==> src/rtl/apb_bridge_pkg.sv <==
// Shared types and constants for the request-to-APB bridge: FSM states,
// peripheral decode windows and the default ACCESS-phase timeout.
package apb_bridge_pkg;

  typedef enum logic [1:0] {
    ST_IDLE   = 2'd0,
    ST_SETUP  = 2'd1,
    ST_ACCESS = 2'd2,
    ST_RESP   = 2'd3
  } state_t;

  // Window 0 spans UART..ACC, window 1 is the debug unit; bounds are inclusive.
  localparam logic [31:0] WIN0_START = 32'h1A10_0000;
  localparam logic [31:0] WIN0_END   = 32'h1A10_8FFF;
  localparam logic [31:0] WIN1_START = 32'h1A11_0000;
  localparam logic [31:0] WIN1_END   = 32'h1A11_7FFF;

  localparam int NUM_WINDOWS = 2;

  localparam int TIMEOUT_CYCLES_DEFAULT = 255;

  function automatic logic [31:0] win_start(input int idx);
    logic [31:0] result;
    case (idx)
      0:       result = WIN0_START;
      1:       result = WIN1_START;
      default: result = 32'hFFFF_FFFF;
    endcase
    return result;
  endfunction

  function automatic logic [31:0] win_end(input int idx);
    logic [31:0] result;
    case (idx)
      0:       result = WIN0_END;
      1:       result = WIN1_END;
      default: result = 32'h0000_0000;
    endcase
    return result;
  endfunction

endpackage

==> src/rtl/apb_addr_decode.sv <==
// Combinational address decoder: hit is high when addr falls inside any
// peripheral window listed in apb_bridge_pkg.
module apb_addr_decode
  import apb_bridge_pkg::*;
#(
  parameter int ADDR_WIDTH = 32
) (
  input  logic [ADDR_WIDTH-1:0] addr,
  output logic                  hit
);

  // Compare at no less than 32 bits so the window constants never truncate.
  localparam int CW = (ADDR_WIDTH > 32) ? ADDR_WIDTH : 32;

  logic [CW-1:0]          addr_ext;
  logic [NUM_WINDOWS-1:0] win_hit;

  assign addr_ext = CW'(addr);

  generate
    for (genvar gi = 0; gi < NUM_WINDOWS; gi++) begin : g_win
      assign win_hit[gi] = (addr_ext >= CW'(win_start(gi))) &&
                           (addr_ext <= CW'(win_end(gi)));
    end
  endgenerate

  assign hit = |win_hit;

endmodule

==> src/rtl/apb_req_bridge.sv <==
// Single-outstanding valid/ready request port to APB master bridge with
// address decode, ACCESS-phase timeout and a one-cycle response pulse.
module apb_req_bridge
  import apb_bridge_pkg::*;
#(
  parameter int APB_ADDR_WIDTH = 32,
  parameter int APB_DATA_WIDTH = 32,
  parameter int TIMEOUT_CYCLES = TIMEOUT_CYCLES_DEFAULT
) (
  input  logic                      clk,
  input  logic                      rst,

  input  logic                      req_valid,
  output logic                      req_ready,
  input  logic [APB_ADDR_WIDTH-1:0] req_addr,
  input  logic                      req_we,
  input  logic [APB_DATA_WIDTH-1:0] req_wdata,

  output logic                      resp_valid,
  output logic [APB_DATA_WIDTH-1:0] resp_rdata,
  output logic                      resp_err,

  output logic [APB_ADDR_WIDTH-1:0] paddr,
  output logic [APB_DATA_WIDTH-1:0] pwdata,
  output logic                      pwrite,
  output logic                      psel,
  output logic                      penable,
  input  logic [APB_DATA_WIDTH-1:0] prdata,
  input  logic                      pready,
  input  logic                      pslverr
);

  localparam logic [7:0] TIMEOUT_LIMIT = 8'(TIMEOUT_CYCLES);

  state_t                    state_reg;
  logic [7:0]                wait_cnt_reg;
  logic [7:0]                wait_cnt_next;
  logic [APB_ADDR_WIDTH-1:0] paddr_reg;
  logic [APB_DATA_WIDTH-1:0] pwdata_reg;
  logic                      pwrite_reg;
  logic                      psel_reg;
  logic                      penable_reg;
  logic                      resp_valid_reg;
  logic [APB_DATA_WIDTH-1:0] resp_rdata_reg;
  logic                      resp_err_reg;
  logic                      addr_hit;

  apb_addr_decode #(
    .ADDR_WIDTH (APB_ADDR_WIDTH)
  ) u_decode (
    .addr (req_addr),
    .hit  (addr_hit)
  );

  // Ready is held low while reset is asserted even though the state is IDLE.
  assign req_ready     = (state_reg == ST_IDLE) && !rst;
  assign wait_cnt_next = wait_cnt_reg + 8'd1;

  always_ff @(posedge clk) begin
    if (rst) begin
      state_reg      <= ST_IDLE;
      wait_cnt_reg   <= '0;
      paddr_reg      <= '0;
      pwdata_reg     <= '0;
      pwrite_reg     <= 1'b0;
      psel_reg       <= 1'b0;
      penable_reg    <= 1'b0;
      resp_valid_reg <= 1'b0;
      resp_rdata_reg <= '0;
      resp_err_reg   <= 1'b0;
    end else begin
      // Response fields are zero except in the single RESP cycle.
      resp_valid_reg <= 1'b0;
      resp_rdata_reg <= '0;
      resp_err_reg   <= 1'b0;

      case (state_reg)
        ST_IDLE: begin
          if (req_valid) begin
            paddr_reg  <= req_addr;
            pwdata_reg <= req_wdata;
            pwrite_reg <= req_we;
            if (addr_hit) begin
              state_reg    <= ST_SETUP;
              psel_reg     <= 1'b1;
              penable_reg  <= 1'b0;
              wait_cnt_reg <= '0;
            end else begin
              state_reg      <= ST_RESP;
              resp_valid_reg <= 1'b1;
              resp_err_reg   <= 1'b1;
            end
          end
        end

        ST_SETUP: begin
          penable_reg <= 1'b1;
          state_reg   <= ST_ACCESS;
        end

        ST_ACCESS: begin
          if (pready) begin
            psel_reg       <= 1'b0;
            penable_reg    <= 1'b0;
            resp_valid_reg <= 1'b1;
            resp_err_reg   <= pslverr;
            resp_rdata_reg <= (pwrite_reg || pslverr) ? '0 : prdata;
            state_reg      <= ST_RESP;
          end else if (wait_cnt_next == TIMEOUT_LIMIT) begin
            // This wait cycle would bring the count to the limit: abort.
            psel_reg       <= 1'b0;
            penable_reg    <= 1'b0;
            resp_valid_reg <= 1'b1;
            resp_err_reg   <= 1'b1;
            state_reg      <= ST_RESP;
          end else begin
            wait_cnt_reg <= wait_cnt_next;
          end
        end

        ST_RESP: begin
          state_reg <= ST_IDLE;
        end

        default: begin
          psel_reg    <= 1'b0;
          penable_reg <= 1'b0;
          state_reg   <= ST_IDLE;
        end
      endcase
    end
  end

  assign paddr      = paddr_reg;
  assign pwdata     = pwdata_reg;
  assign pwrite     = pwrite_reg;
  assign psel       = psel_reg;
  assign penable    = penable_reg;
  assign resp_valid = resp_valid_reg;
  assign resp_rdata = resp_rdata_reg;
  assign resp_err   = resp_err_reg;

endmodule

==> config.mk <==
export PLATFORM = sky130hd
export DESIGN_NAME = apb_req_bridge
export DESIGN_NICKNAME = d
export VERILOG_FILES = /design/src/rtl/apb_bridge_pkg.sv /design/src/rtl/apb_addr_decode.sv /design/src/rtl/apb_req_bridge.sv
export SDC_FILE = /design/constraint.sdc
export NUM_CORES = 1
export LEC_CHECK = 0
export ABC_AREA = 0
export BUFFER_PORTS_ARGS = -buffer_cell sky130_fd_sc_hd__buf_4
export CAP_MARGIN = 15
export CORE_ASPECT_RATIO = 1.4
export CORE_MARGIN = 1.5
export CORE_UTILIZATION = 41
export DETAILED_ROUTE_END_ITERATION = 8
export GPL_TIMING_DRIVEN = 1
export PLACE_DENSITY = 0.76
export SKIP_LAST_GASP = 1
export SYNTH_ARGS = -nofsm -noshare
export SYNTH_HDL_FRONTEND = slang
export SYNTH_SLANG_ARGS = --single-unit
==> constraint.sdc <==
create_clock -name clk -period 1.74 [get_ports clk]
set_input_delay 0.261 -clock clk [delete_from_list [all_inputs] [get_ports clk]]
set_output_delay 0.261 -clock clk [all_outputs]
set_load 0.01 [all_outputs]
Word level (Yosys, flattened, before mapping)
Cells that the tools add are included.
{ "totals": {"reg_bits": 111, "inputBits": 102, "out_inout_bits": 102, "wordCells": 66} }
{ "op_classes": {"addsub": 1, "order_cmp": 4, "n_eq_ne": 9, "mux": 25, "n_bitwise": 2, "n_reduce_logical": 15} }
{ "ops": {"columns": ["op", "n"], "rows": [
  ["32-bit by 29-bit greater-or-equal comparator with 1-bit output, second input constant", 2],
  ["32-bit by 29-bit <= comparator with 1-bit output, second input constant", 2],
  ["8-bit two-way mux", 4],
  ["8-bit case mux with 2 select lines", 1],
  ["1-bit two-way mux", 11],
  ["8-bit by 1-bit adder with 8-bit output, second input constant", 1],
  ["8-bit == test, second input constant", 1],
  ["2-bit two-way mux", 4],
  ["2-bit inequality test, second input constant", 4],
  ["2-bit case mux with 4 select lines", 1],
  ["4-bit AND reduction", 2],
  ["1-bit case mux with 2 select lines", 3],
  ["5-bit AND reduction", 1],
  ["2-bit == test, second input constant", 2],
  ["2-bit AND reduction", 2],
  ["4-bit OR reduction", 1],
  ["1-bit logical AND", 3],
  ["3-bit inequality test, second input constant", 1],
  ["1-bit case mux with 3 select lines", 1],
  ["3-bit nonzero test", 1],
  ["2-bit by 1-bit == test with 1-bit output, second input constant", 1],
  ["2-bit logical NOT", 1],
  ["1-bit NOT", 2],
  ["2-bit nonzero test", 1],
  ["3 further kinds", 3]
]} }

Logic depth before layout (Yosys ltp)
Gate-level depths: netlist of the first run.
{ "logic_depth": {"word_depth": 6, "mapped_depth": 8, "mapped_depth_nobuf": 8} }

Cells and area by module
Synthesis of the first run repeated with hierarchy kept, for this count alone.
{ "unflattened": {"hier_cells": 477, "hier_area_um2": 4113.9} }
{ "by_module_without_submodules": {"columns": ["module", "n_inst", "cells_per_inst", "area_each_um2"], "rows": [
  ["apb_req_bridge", 1, 460, 3978.8],
  ["apb_addr_decode", 1, 17, 135.1]
]} }

Least setup slack after synthesis of the first run
OpenSTA, ideal clock, no wires.
{ "synth_timing": {"kind": "register -> register", "start": "register wait_cnt_reg[0]", "end": "register penable_reg (netlist: penable)", "setup_time_ns": 0.128, "arrival_time_ns": 1.801, "setup_slack_ns": -0.189, "path_stages_with_launch": 8, "path_buffers": 0, "synth_period_minus_slack_ns": 1.929, "path_cell_list": "dfxtp_1 -> ha_1 -> or2b_2 -> a21oi_1 -> o221ai_4 -> a211oi_1 -> mux2i_1 -> nor2_1"} }
{ "synth_via": {"elab_chain_cells": 4} }
{ "synth_lines": {"columns": ["element", "line", "rtl"], "rows": [
  ["start, declared", "apb_req_bridge.sv:36", "logic [7:0] wait_cnt_reg;"],
  ["start signal, assigned", "apb_req_bridge.sv:117", "wait_cnt_reg <= wait_cnt_next;"],
  ["8-bit by 1-bit adder with 8-bit output", "apb_req_bridge.sv:57", "assign wait_cnt_next = wait_cnt_reg + 8'd1;"],
  ["8-bit == test", "apb_req_bridge.sv:109", "end else if (wait_cnt_next == TIMEOUT_LIMIT) begin"],
  ["3-bit inequality test (no source line)", null, null],
  ["4-bit AND reduction (no source line)", null, null],
  ["end signal, assigned", "apb_req_bridge.sv:67", "penable_reg <= 1'b0;"],
  ["end signal, assigned", "apb_req_bridge.sv:104", "penable_reg <= 1'b0;"],
  ["end signal, assigned", "apb_req_bridge.sv:112", "penable_reg <= 1'b0;"],
  ["end, declared", "apb_req_bridge.sv:42", "logic penable_reg;"]
]} }
Every way passes these cells.
A chain may end at the register's enable or synchronous reset.

Worst setup path after layout of the first run
{ "layout_timing": {"start": "register wait_cnt_reg[0]", "end": "register wait_cnt_reg[4]"} }
{ "layout_via": {"elab_chain_cells": 4} }
{ "layout_lines": {"columns": ["element", "line"], "rows": [
  ["8-bit by 1-bit adder with 8-bit output (*)", "apb_req_bridge.sv:57"],
  ["8-bit == test or 8-bit two-way mux (tied branches)", "apb_req_bridge.sv:109"],
  ["2-bit inequality test (no source line) or 8-bit two-way mux (tied branches)", null],
  ["5-bit AND reduction (no source line) or 8-bit case mux with 2 select lines (tied branches)", null]
]} }
Mark *: on every way between the ends. The rest lies on a longest branch, timed or not. The select of a mux whose other input is x is not followed.

==> flow_summary.rst, run 1 <==
.. list-table::
   :header-rows: 1

   * - Metric
     - Value
   * - Cts bufs inserted
     - 9
   * - Capture point of the worst path
     - wait_cnt_reg[4]
   * - Cells after synthesis
     - 477
   * - Violation count after the first detailed-route iteration
     - 188
   * - Most repeated library cell on the critical path
     - sky130_fd_sc_hd__buf_6
   * - Post-Synth Adder-Cell Area
     - 0.0214
   * - Leakage power total
     - 2.86 nW
   * - Startpoint types
     - register
   * - Cell type of the slowest stage on the worst timing path
     - sky130_fd_sc_hd__dfxtp_4
   * - Commonest cells after routing, fill and taps aside
     - sky130_fd_sc_hd__buf_4 (230), sky130_fd_sc_hd__nand2_1 (142), sky130_fd_sc_hd__dfxtp_1 (108), sky130_fd_sc_hd__a21oi_1 (70), sky130_fd_sc_hd__and2_1 (32)
   * - Arrival @ worst endpoint
     - 2.15 ns
   * - Clock root buffer
     - sky130_fd_sc_hd__clkbuf_16
   * - Part of the total power dissipated in sequential elements
     - 0.401
   * - Fmax
     - 536 MHz
   * - Count of pins on the block boundary
     - 204
   * - Proportion of synthesized area in mux cells
     - 0.0101
   * - Number of hold violations in the final report
     - 0
   * - Post-synthesis share of cell area spent on and, or, nand and nor gates
     - 0.249
   * - Violated checks
     - negative setup slack
   * - Wirelength, routed
     - 11700 um
   * - Switch Pwr
     - 2.45 mW
   * - Sequential element share of the synthesized area
     - 0.542
   * - Worst-path maximum fanout
     - 8
   * - Area of placed instances
     - 5960 um^2
   * - Finished Cell Area
     - 6420 um^2
   * - Setup slack, reg-to-reg
     - -0.13 ns
   * - Final weighted congestion in routability-driven placement
     - 0.867
   * - Hold/Removal Path Class
     - input port to register
   * - Wire length of the first global-routing pass
     - 17700 um
   * - Rel. slew slack
     - 0.715
   * - Share of flip-flops with an asynchronous set or reset
     - 0
   * - Diodes inserted
     - 0
   * - Sequence of cells on the critical path
     - ha_4 > buf_6 > nand2_4 > nor2_4 > o221ai_4 > nand3_4 > buf_6 > or3_4 > a21oi_2
   * - Area of the core region
     - 9790 um^2
   * - Area of combinational cells with multiple inputs
     - 1890 um^2
   * - Setup repair after global routing missed its margin
     - true
   * - Combinational family with the most area after synthesis
     - simple AND/OR/NAND/NOR gates
   * - Largest incremental delay on the critical path
     - 0.38 ns
   * - Number of warnings printed during yosys synthesis
     - 0
   * - Remaining antenna violation count after routing
     - 0
   * - Post-layout power
     - 7.68 mW
   * - Final core occ
     - 0.656
   * - Post-detailed-placement half-perimeter wirelength
     - 8650 um
   * - Relative area change from synthesis to final layout
     - 56.8%
   * - Worst clock skew
     - 0.00740 ns
   * - Worst r2r dst
     - wait_cnt_reg[4]
   * - Detailed Routing Iterations Pass 1
     - 6
   * - Die Height
     - 121 um
   * - Combinational power share
     - 0.326
   * - Synth Area in Compound Gates
     - 0.142
   * - Main synth FF type
     - sky130_fd_sc_hd__dfxtp_1
   * - Vias/cell
     - 4.90
   * - CP endpoint kind
     - register
   * - Syn Nets
     - 586
   * - Worst Hold Margin
     - 0.103 ns
   * - Fraction of layout cells with a size suffix above 1
     - 0.417
   * - Number of buffers on the longest clock path
     - 2
   * - Floorplan die area
     - 10600 um^2
   * - Total area of sequential cells
     - 2230 um^2
   * - Reg2Reg Depth
     - 9
   * - Net switching fraction of the power
     - 0.319
   * - Start point of the critical path
     - wait_cnt_reg[0]
   * - Kind of critical path
     - register to register
   * - Die outline width
     - 87.5 um
   * - Outcome
     - finished, violations left
   * - Count of pins over their slew limit
     - 0
   * - Xor and xnor fraction of the mapped netlist area
     - 0
   * - CTS sink count
     - 111
   * - Largest net degree at the start of global routing
     - 52
   * - Family of cells with the greatest summed delay on the critical path
     - simple AND/OR/NAND/NOR gates
   * - Total stage count of the critical path
     - 9
   * - Worst slack at placement
     - -0.316 ns
   * - GRT Resource Usage Total
     - 0.216
   * - Number of instances on the worst hold path
     - 2
   * - Crit Reg-Reg Startpoint
     - wait_cnt_reg[0]
   * - Peak supply drop
     - 0.000711 V
   * - Data required time of the worst path
     - 2.03 ns
   * - Transition time of the tightest slew-check pin
     - 0.428 ns
   * - Power Dens Cells
     - 1200 nW/um^2
   * - Most frequent standard cell in the layout excluding fill and tap cells
     - sky130_fd_sc_hd__buf_4
   * - Count of flip-flops with a built-in enable after synthesis
     - 0
   * - DRC errors left
     - 0
   * - Overflow left after global routing
     - 0
   * - Initial antenna violation count
     - 0
   * - Number of levels the H-tree was split into
     - 3
   * - Number of nets in the finished design
     - 803
   * - Clock insertion delay at the later pin of the skew report
     - 0.35 ns
   * - Reg clk slew, reported paths
     - 0.07 ns
   * - CTS tree
     - done
   * - FILL cells
     - 813
   * - Average routed wire per standard cell
     - 14.1 um
   * - Via total after detailed routing
     - 4079
   * - Port buffer count
     - 203
   * - Synthesized cell area
     - 4100 um^2
   * - Max-cap violations
     - 0
   * - Syn avg cell area
     - 8.59 um^2
   * - Quantity of hold-fixing buffers added after cts
     - 0
   * - Int Power
     - 5.23 mW
   * - Final Cycle Share
     - 1.07
   * - Final min period
     - 1.87 ns
   * - Flop and latch count out of synthesis
     - 111
   * - Count of buffer and inverter cells on the critical path
     - 2
   * - Site row count
     - 43
   * - Initial standard-cell utilization of the core
     - 0.418
   * - Final WS setup
     - -0.127 ns
   * - Share of power burned in the clock network
     - 0.273
   * - Count of cell types in the netlist
     - 44
   * - Start point of the worst min-delay path
     - prdata[5]
   * - Number of global-route vias before repair
     - 3867
   * - Final setup fails
     - 10
## worst min-delay path by stage
stage / to / slack [ns]
2_1_floorplan: resp_rdata[0] / 0.38
3_3_place_gp: pwdata[16] / 0.44
3_5_place_dp: pwdata[25] / 0.45
4_1_cts: resp_rdata[5] / 0.1
5_1_grt: resp_rdata[28] / 0.1
6_report: resp_rdata[5] / 0.10
## final cells by class
class | instances | share of cell area
flip-flops and latches | 111 | 0.348
clock buffers | 10 | 0.0372
multi-input cells | 331 | 0.295
repair buffers | 235 | 0.280
well taps | 135 | 0.0263
inverters | 6 | 0.00390
clock inverters | 5 | 0.00994
## metrics by stage
stage	setup TNS [ns]	std cells
3_3_place_gp	-1.67	813
2_1_floorplan	-0.0698	477
3_5_place_dp	-2.35	813
4_1_cts	-1.10	832
5_1_grt	-1.89	833
6_report	-0.840	833
## repair_timing
item / 4_1_cts / 5_1_grt
cloned: 0 / 0
setup buffers: 4 / 1
endpoints found under the setup margin: 13 / 15
hold endpoints to repair: 0 / 0
gates resized for setup: 17 / 14
pin swaps: 11 / 12
## power by group through the flow
stage | clock network [mW] | registers [mW] | logic (mW)
CTS | 2.14 | 3.08 | 2.50
detailed placement | 0 | 3.14 | 2.45
global placement | 0 | 3.12 | 2.40
finish | 2.10 | 3.08 | 2.50
floorplan | 0 | 3.27 | 1.15
global route | 2.23 | 3.12 | 2.74
## metal layers
| metal | routed length [um] | GRT usage |
|---|---|---|
| met3 | 1040 | 0.0837 |
| met5 | 0 | 0 |
| met1 | 4260 | 0.222 |
| met4 | 366 | 0.103 |
| met2 | 6050 | 0.376 |
## logic make-up after synthesis
family                   after synthesis
buffers and inverters                 35
AO/OA/AOI/OAI                        100
multiplexers                           4
flip-flops                           111
adder cells (fa/ha/maj)                7
AND/OR/NAND/NOR                      220
## Yosys cell counts, types with 2 or more instances
library cell               instances  area [um^2]
sky130_fd_sc_hd__dfxtp_1         111         2220
sky130_fd_sc_hd__or4_1             2         15.0
sky130_fd_sc_hd__nor4_1            3         18.8
sky130_fd_sc_hd__inv_1             6         22.5
sky130_fd_sc_hd__ha_1              7         87.6
sky130_fd_sc_hd__buf_4             2         15.0
sky130_fd_sc_hd__nor2_1           10         37.5
sky130_fd_sc_hd__or2_2             2         12.5
sky130_fd_sc_hd__nor2b_1           4         25.0
sky130_fd_sc_hd__and2_1           33          206
sky130_fd_sc_hd__buf_2             2         10.0
sky130_fd_sc_hd__nand3_1           3         15.0
sky130_fd_sc_hd__a21oi_1          75          375
sky130_fd_sc_hd__clkbuf_1         23         86.3
sky130_fd_sc_hd__a31oi_1           2         12.5
sky130_fd_sc_hd__nand2_1         144          541
sky130_fd_sc_hd__o41ai_1           2         17.5
sky130_fd_sc_hd__o211ai_1          2         15.0
sky130_fd_sc_hd__mux2i_1           3         30.0
sky130_fd_sc_hd__nor3_1            6         30.0
sky130_fd_sc_hd__nand4_1           3         18.8
sky130_fd_sc_hd__a211oi_1          2         15.0
sky130_fd_sc_hd__buf_1             2         7.51
sky130_fd_sc_hd__o21ai_0           8         40.0
No activity file was read; power rests on OpenSTA's default activity.
==> inputs of run 2 (changes only) <==
==> constraint.sdc (replaced) <==
create_clock -name clk -period 1.74 [get_ports clk]
set_input_delay 0.348 -clock clk [delete_from_list [all_inputs] [get_ports clk]]
set_output_delay 0.348 -clock clk [all_outputs]
set_load 0.01 [all_outputs]
==> run 2 against run 1 <==
The flow still finishes with violations (negative setup slack). First-iteration DRC count decreased by 9.0%. Sequential share of layout area increased by 0.29 points. Clock skew increased by 0.0027 ns. Via count increased by 0.17%. Non-clock buffer count increased by 2. Worst setup slack got worse by 0.0048 ns. Sequential power about the same. Cell area decreased by 0.78%. Die area unchanged. Combinational power about the same. Maximum frequency decreased by 0.26%. Largest cell class unchanged. Largest power group unchanged. Highest routed layer unchanged.
==> flow_summary.rst, run 2 (synthesis gave the netlist of run 1 again) <==
.. list-table::
   :header-rows: 1

   * - Metric
     - Value
   * - Via total after detailed routing
     - 4086
   * - Die Height
     - 121 um
   * - Fmax
     - 534 MHz
   * - Inst Count DP
     - 813
   * - Diodes inserted
     - 0
   * - Largest net degree at the start of global routing
     - 83
   * - DRC errors left
     - 0
   * - Data required time of the worst path
     - 2.01 ns
   * - Reg clk slew, reported paths
     - 0.08 ns
   * - Fraction of layout cells with a size suffix above 1
     - 0.408
   * - Final setup fails
     - 11
   * - Final Cycle Share
     - 1.08
   * - Combinational power share
     - 0.330
   * - Wirelength, routed
     - 11700 um
   * - Cts bufs inserted
     - 9
   * - Clock root buffer
     - sky130_fd_sc_hd__clkbuf_16
   * - Average routed wire per standard cell
     - 14.0 um
   * - Area of placed instances
     - 5940 um^2
   * - Power Dens Cells
     - 1190 nW/um^2
   * - Count of pins on the block boundary
     - 204
   * - Detailed Routing Iterations Pass 1
     - 4
   * - Die outline width
     - 87.5 um
   * - Kind of critical path
     - register to register
   * - Peak supply drop
     - 0.000774 V
   * - Max-cap violations
     - 0
   * - Final min period
     - 1.87 ns
   * - Final WS setup
     - -0.131 ns
   * - Worst slack at placement
     - -0.369 ns
   * - Finished Layout Cells
     - 836
   * - Switch Pwr
     - 2.50 mW
   * - Number of nets in the finished design
     - 805
   * - Commonest cells after routing, fill and taps aside
     - sky130_fd_sc_hd__buf_4 (234), sky130_fd_sc_hd__nand2_1 (143), sky130_fd_sc_hd__dfxtp_1 (107), sky130_fd_sc_hd__a21oi_1 (72), sky130_fd_sc_hd__and2_1 (32)
   * - Wire length of the first global-routing pass
     - 18200 um
   * - Quantity of hold-fixing buffers added after cts
     - 0
   * - Leakage power total
     - 2.83 nW
   * - Part of the total power dissipated in sequential elements
     - 0.405
   * - Most frequent standard cell in the layout excluding fill and tap cells
     - sky130_fd_sc_hd__buf_4
   * - Setup repair after global routing missed its margin
     - true
   * - Post-detailed-placement half-perimeter wirelength
     - 8620 um
   * - Remaining antenna violation count after routing
     - 0
   * - Initial standard-cell utilization of the core
     - 0.418
   * - Relative area change from synthesis to final layout
     - 55.6%
   * - Share of power burned in the clock network
     - 0.265
   * - Int Power
     - 5.11 mW
   * - Outcome
     - finished, violations left
   * - Clock insertion delay at the later pin of the skew report
     - 0.35 ns
   * - Floorplan die area
     - 10600 um^2
   * - Count of pins over their slew limit
     - 0
   * - Vias/cell
     - 4.89
   * - Hold/Removal Path Class
     - input port to register
   * - Initial antenna violation count
     - 0
   * - Site row count
     - 43
   * - Violation count after the first detailed-route iteration
     - 171
   * - Worst Hold Margin
     - 0.198 ns
   * - Net switching fraction of the power
     - 0.329
   * - Post-layout power
     - 7.61 mW
   * - Worst clock skew
     - 0.0101 ns
   * - Number of hold violations in the final report
     - 0
   * - Startpoint types
     - register
   * - Number of buffers on the longest clock path
     - 2
   * - Arrival @ worst endpoint
     - 2.14 ns
   * - Area of the core region
     - 9790 um^2
   * - GRT Resource Usage Total
     - 0.219
   * - CTS sink count
     - 111
   * - Final weighted congestion in routability-driven placement
     - 0.853
   * - Final core occ
     - 0.651
   * - Rel. slew slack
     - 0.712
   * - Number of global-route vias before repair
     - 3897
   * - Sum of negative setup slack
     - -0.814 ns
   * - Overflow left after global routing
     - 0
   * - Port buffer count
     - 203
   * - Number of levels the H-tree was split into
     - 3
   * - CTS tree
     - done
   * - CP endpoint kind
     - register
   * - Transition time of the tightest slew-check pin
     - 0.427 ns
   * - Worst-path maximum fanout
     - 7
   * - Violated checks
     - negative setup slack
   * - Finished Cell Area
     - 6370 um^2
## run 2: what timing repair did
item,in CTS,in global routing
buffers inserted,4,3
hold endpoints to repair,0,0
pin swaps,9,5
setup endpoints to repair,13,14
resized for setup,17,6
## run 2: final cells by class
| class | count | area, um^2 |
|---|---|---|
| Fill cell | 821 | 3420 |
| Sequential cell | 111 | 2230 |
| Multi-Input combinational cell | 331 | 1840 |
| Timing Repair Buffer | 237 | 1810 |
| Clock buffer | 11 | 243 |
| Tap cell | 135 | 169 |
| Clock inverter | 5 | 52.6 |
| Inverter | 6 | 22.5 |
## run 2: power by group through the flow
stage | Combinational, mW | Clock (mW) | Sequential (mW)
floorplan | 1.14 | 0 | 3.27
finish | 2.51 | 2.02 | 3.08
CTS | 2.52 | 2.06 | 3.08
global route | 2.77 | 2.14 | 3.12
detailed placement | 2.42 | 0 | 3.14
global placement | 2.38 | 0 | 3.12
## run 2: layer usage
metal  wire [um]  up-vias  GRT usage
li1            -     2011          -
met1        4280     1853      0.226
met2        6050      196      0.392
met3        1090       26     0.0857
met4         293        0     0.0813
met5           0        -          0
## run 2: worst max-delay path: stages (launching register included)
cell                       delay [ns]
sky130_fd_sc_hd__dfxtp_4         0.36
sky130_fd_sc_hd__buf_4           0.13
sky130_fd_sc_hd__a21bo_2         0.20
sky130_fd_sc_hd__a21oi_4         0.06
sky130_fd_sc_hd__o221ai_4        0.36
sky130_fd_sc_hd__a21oi_4         0.14
sky130_fd_sc_hd__or4_1           0.41
sky130_fd_sc_hd__a21oi_1         0.13
## run 2: worst paths after layout
path,depth (start not counted),to,start,slack (ns)
hold reg to reg,2,pwdata[3],pwdata[3],0.45
setup reg to reg,7,wait_cnt_reg[1],wait_cnt_reg[3],-0.13
hold / removal,2,resp_rdata[16],prdata[16],0.20
setup / recovery,7,wait_cnt_reg[1],wait_cnt_reg[3],-0.13
==> inputs of run 3 (changes only) <==
Settings changed: CAP_MARGIN 15 to not set, TNS_END_PERCENT set to 10.
==> run 3 against run 2 <==
The run still ends with negative setup slack left. Register-to-register slack got worse by 0.03 ns. Core utilization decreased by 0.46 points. Maximum frequency fell by 1.7%. Largest power group unchanged. Worst hold slack better by 0.0022 ns. Cell area down 0.71%. Critical path depth up 2. Sequential power about the same. Sequential share of layout area increased by 0.17 points. Global-route usage shrank 1.4 points. First-iteration DRC count shrank 11%.
==> flow_summary.rst, run 3 (synthesis gave the netlist of run 1 again) <==
.. list-table::
   :header-rows: 1

   * - Metric
     - Value
   * - Data required time of the worst path
     - 2.02 ns
   * - Setup slack, reg-to-reg
     - -0.16 ns
   * - Remaining antenna violation count after routing
     - 0
   * - Switch Pwr
     - 2.40 mW
   * - Setup repair after global routing missed its margin
     - true
   * - CTS sink count
     - 111
   * - Worst r2r dst
     - wait_cnt_reg[6]
   * - Peak supply drop
     - 0.000673 V
   * - Diodes inserted
     - 0
   * - CP endpoint kind
     - register
   * - Max-cap violations
     - 0
   * - Initial standard-cell utilization of the core
     - 0.418
   * - Outcome
     - finished, violations left
   * - Fmax
     - 525 MHz
   * - Port buffer count
     - 203
   * - Number of global-route vias before repair
     - 3678
   * - Wire length of the first global-routing pass
     - 17000 um
   * - Hold/Removal Path Class
     - input port to register
   * - Number of nets in the finished design
     - 803
   * - Count of pins over their slew limit
     - 0
   * - Wirelength, routed
     - 11400 um
   * - Via total after detailed routing
     - 4047
   * - Final WS setup
     - -0.164 ns
   * - Number of instances on the worst hold path
     - 2
   * - Rel. slew slack
     - 0.739
   * - Sequence of cells on the critical path
     - ha_4 > buf_4 > nand2_1 > nor2_1 > o221ai_4 > buf_6 > nand3_4 > or4_1 > a21oi_1
   * - Largest net degree at the start of global routing
     - 81
   * - CTS tree
     - done
   * - Quantity of hold-fixing buffers added after cts
     - 0
   * - Violated checks
     - negative setup slack
   * - Average routed wire per standard cell
     - 13.6 um
   * - Finished Cell Area
     - 6330 um^2
   * - Die Height
     - 121 um
   * - Site row count
     - 43
   * - Commonest cells after routing, fill and taps aside
     - sky130_fd_sc_hd__buf_4 (229), sky130_fd_sc_hd__nand2_1 (143), sky130_fd_sc_hd__dfxtp_1 (109), sky130_fd_sc_hd__a21oi_1 (73), sky130_fd_sc_hd__and2_1 (32)
   * - Worst-path maximum fanout
     - 6
   * - Reg2Reg Depth
     - 9
   * - Detailed Routing Iterations Pass 1
     - 4
   * - Share of power burned in the clock network
     - 0.255
   * - Final setup fails
     - 15
   * - Fraction of layout cells with a size suffix above 1
     - 0.396
   * - Relative area change from synthesis to final layout
     - 54.5%
   * - Number of levels the H-tree was split into
     - 3
   * - Number of hold violations in the final report
     - 0
   * - Cell type of the slowest stage on the worst timing path
     - sky130_fd_sc_hd__or4_1
   * - End of the worst hold path
     - resp_rdata[24]
   * - Floorplan die area
     - 10600 um^2
   * - Arrival @ worst endpoint
     - 2.18 ns
   * - Sum of negative setup slack
     - -0.902 ns
   * - Transition time of the tightest slew-check pin
     - 0.390 ns
   * - Area of the core region
     - 9790 um^2
   * - Combinational power share
     - 0.331
   * - Number of buffers on the longest clock path
     - 2
   * - DRC errors left
     - 0
   * - Final min period
     - 1.90 ns
   * - Overflow left after global routing
     - 0
   * - Die outline width
     - 87.5 um
   * - Kind of critical path
     - register to register
   * - Final Cycle Share
     - 1.09
   * - Int Power
     - 5.04 mW
   * - Power Dens Cells
     - 1180 nW/um^2
   * - Violation count after the first detailed-route iteration
     - 152
   * - Worst clock skew
     - 0.00501 ns
   * - Count of pins on the block boundary
     - 204
   * - Clock insertion delay at the later pin of the skew report
     - 0.34 ns
   * - Startpoint types
     - register
   * - Crit Reg-Reg Startpoint
     - wait_cnt_reg[0]
   * - Final weighted congestion in routability-driven placement
     - 0.852
   * - Part of the total power dissipated in sequential elements
     - 0.414
   * - Vias/cell
     - 4.85
   * - FILL cells
     - 815
   * - Reg clk slew, reported paths
     - 0.07 ns
   * - Start point of the worst min-delay path
     - prdata[24]
   * - Post-detailed-placement half-perimeter wirelength
     - 8300 um
   * - Cts bufs inserted
     - 9
   * - GRT Resource Usage Total
     - 0.205
   * - Leakage power total
     - 2.81 nW
   * - Clock root buffer
     - sky130_fd_sc_hd__clkbuf_16
   * - Largest incremental delay on the critical path
     - 0.42 ns
   * - Area of placed instances
     - 5960 um^2
   * - Net switching fraction of the power
     - 0.322
   * - Most frequent standard cell in the layout excluding fill and tap cells
     - sky130_fd_sc_hd__buf_4
   * - Initial antenna violation count
     - 0
-- run 3: layout make-up --
type	count	area (um^2)	share of cell area
clock buffer	12	236	0.0374
clock inverter	4	30.0	0.00475
inverter	6	25.0	0.00395
multi-input combinational	331	1820	0.287
sequential	111	2230	0.352
tap	135	169	0.0267
timing repair buffer	235	1820	0.288
-- run 3: worst max-delay path by stage --
stage	from	to	slack (ns)	cells after the start
finish	wait_cnt_reg[0]	wait_cnt_reg[6]	-0.16	9
global route	wait_cnt_reg[0]	penable	-0.24	8
CTS	wait_cnt_reg[0]	wait_cnt_reg[6]	-0.15	9
detailed placement	req_addr[29]	wait_cnt_reg[6]	-0.38	7
global placement	req_addr[29]	wait_cnt_reg[6]	-0.37	7
floorplan	req_addr[12]	wait_cnt_reg[6]	-0.14	6
-- run 3: repair_timing --
action / in CTS / in global routing
endpoints found under the setup margin: 15 / 17
setup buffers: 5 / 0
pin swaps: 8 / 1
resized for setup: 16 / 0
-- run 3: through the flow --
step           setup slack (ns)  hold slack [ns]  cells  utilization  power [mW]
2_1_floorplan            -0.139            0.470    477            -        4.40
3_3_place_gp             -0.366            0.443    813        0.609        5.50
3_5_place_dp             -0.383            0.447    813        0.609        5.58
4_1_cts                  -0.145            0.194    834        0.646        7.49
5_1_grt                  -0.238            0.195    834        0.646        7.85
6_report                 -0.164            0.200    834        0.646        7.44
-- run 3: worst max-delay path: cells and delay by family (launching register included) --
family | cells | cell delay, ns
compound gates | 2 | 0.38
fa+ha+maj | 1 | 0.17
buf+inv | 2 | 0.30
flops | 1 | 0.38
simple gates | 4 | 0.61
-- run 3: per-layer routing --
metal / GRT usage / vias up / share of wire / wire length, um
li1: - / 2005 / - / -
met1: 0.230 / 1823 / 0.38 / 4350
met2: 0.343 / 193 / 0.49 / 5600
met3: 0.0748 / 26 / 0.095 / 1080
met4: 0.0913 / 0 / 0.029 / 335
met5: 0 / - / 0 / 0
-- run 3: power groups by stage --
stage / sequential (mW) / combinational (mW) / clock (mW)
floorplan: 3.27 / 1.14 / 0
global placement: 3.12 / 2.39 / 0
detailed placement: 3.13 / 2.44 / 0
CTS: 3.08 / 2.47 / 1.93
global route: 3.12 / 2.71 / 2.02
finish: 3.08 / 2.46 / 1.90
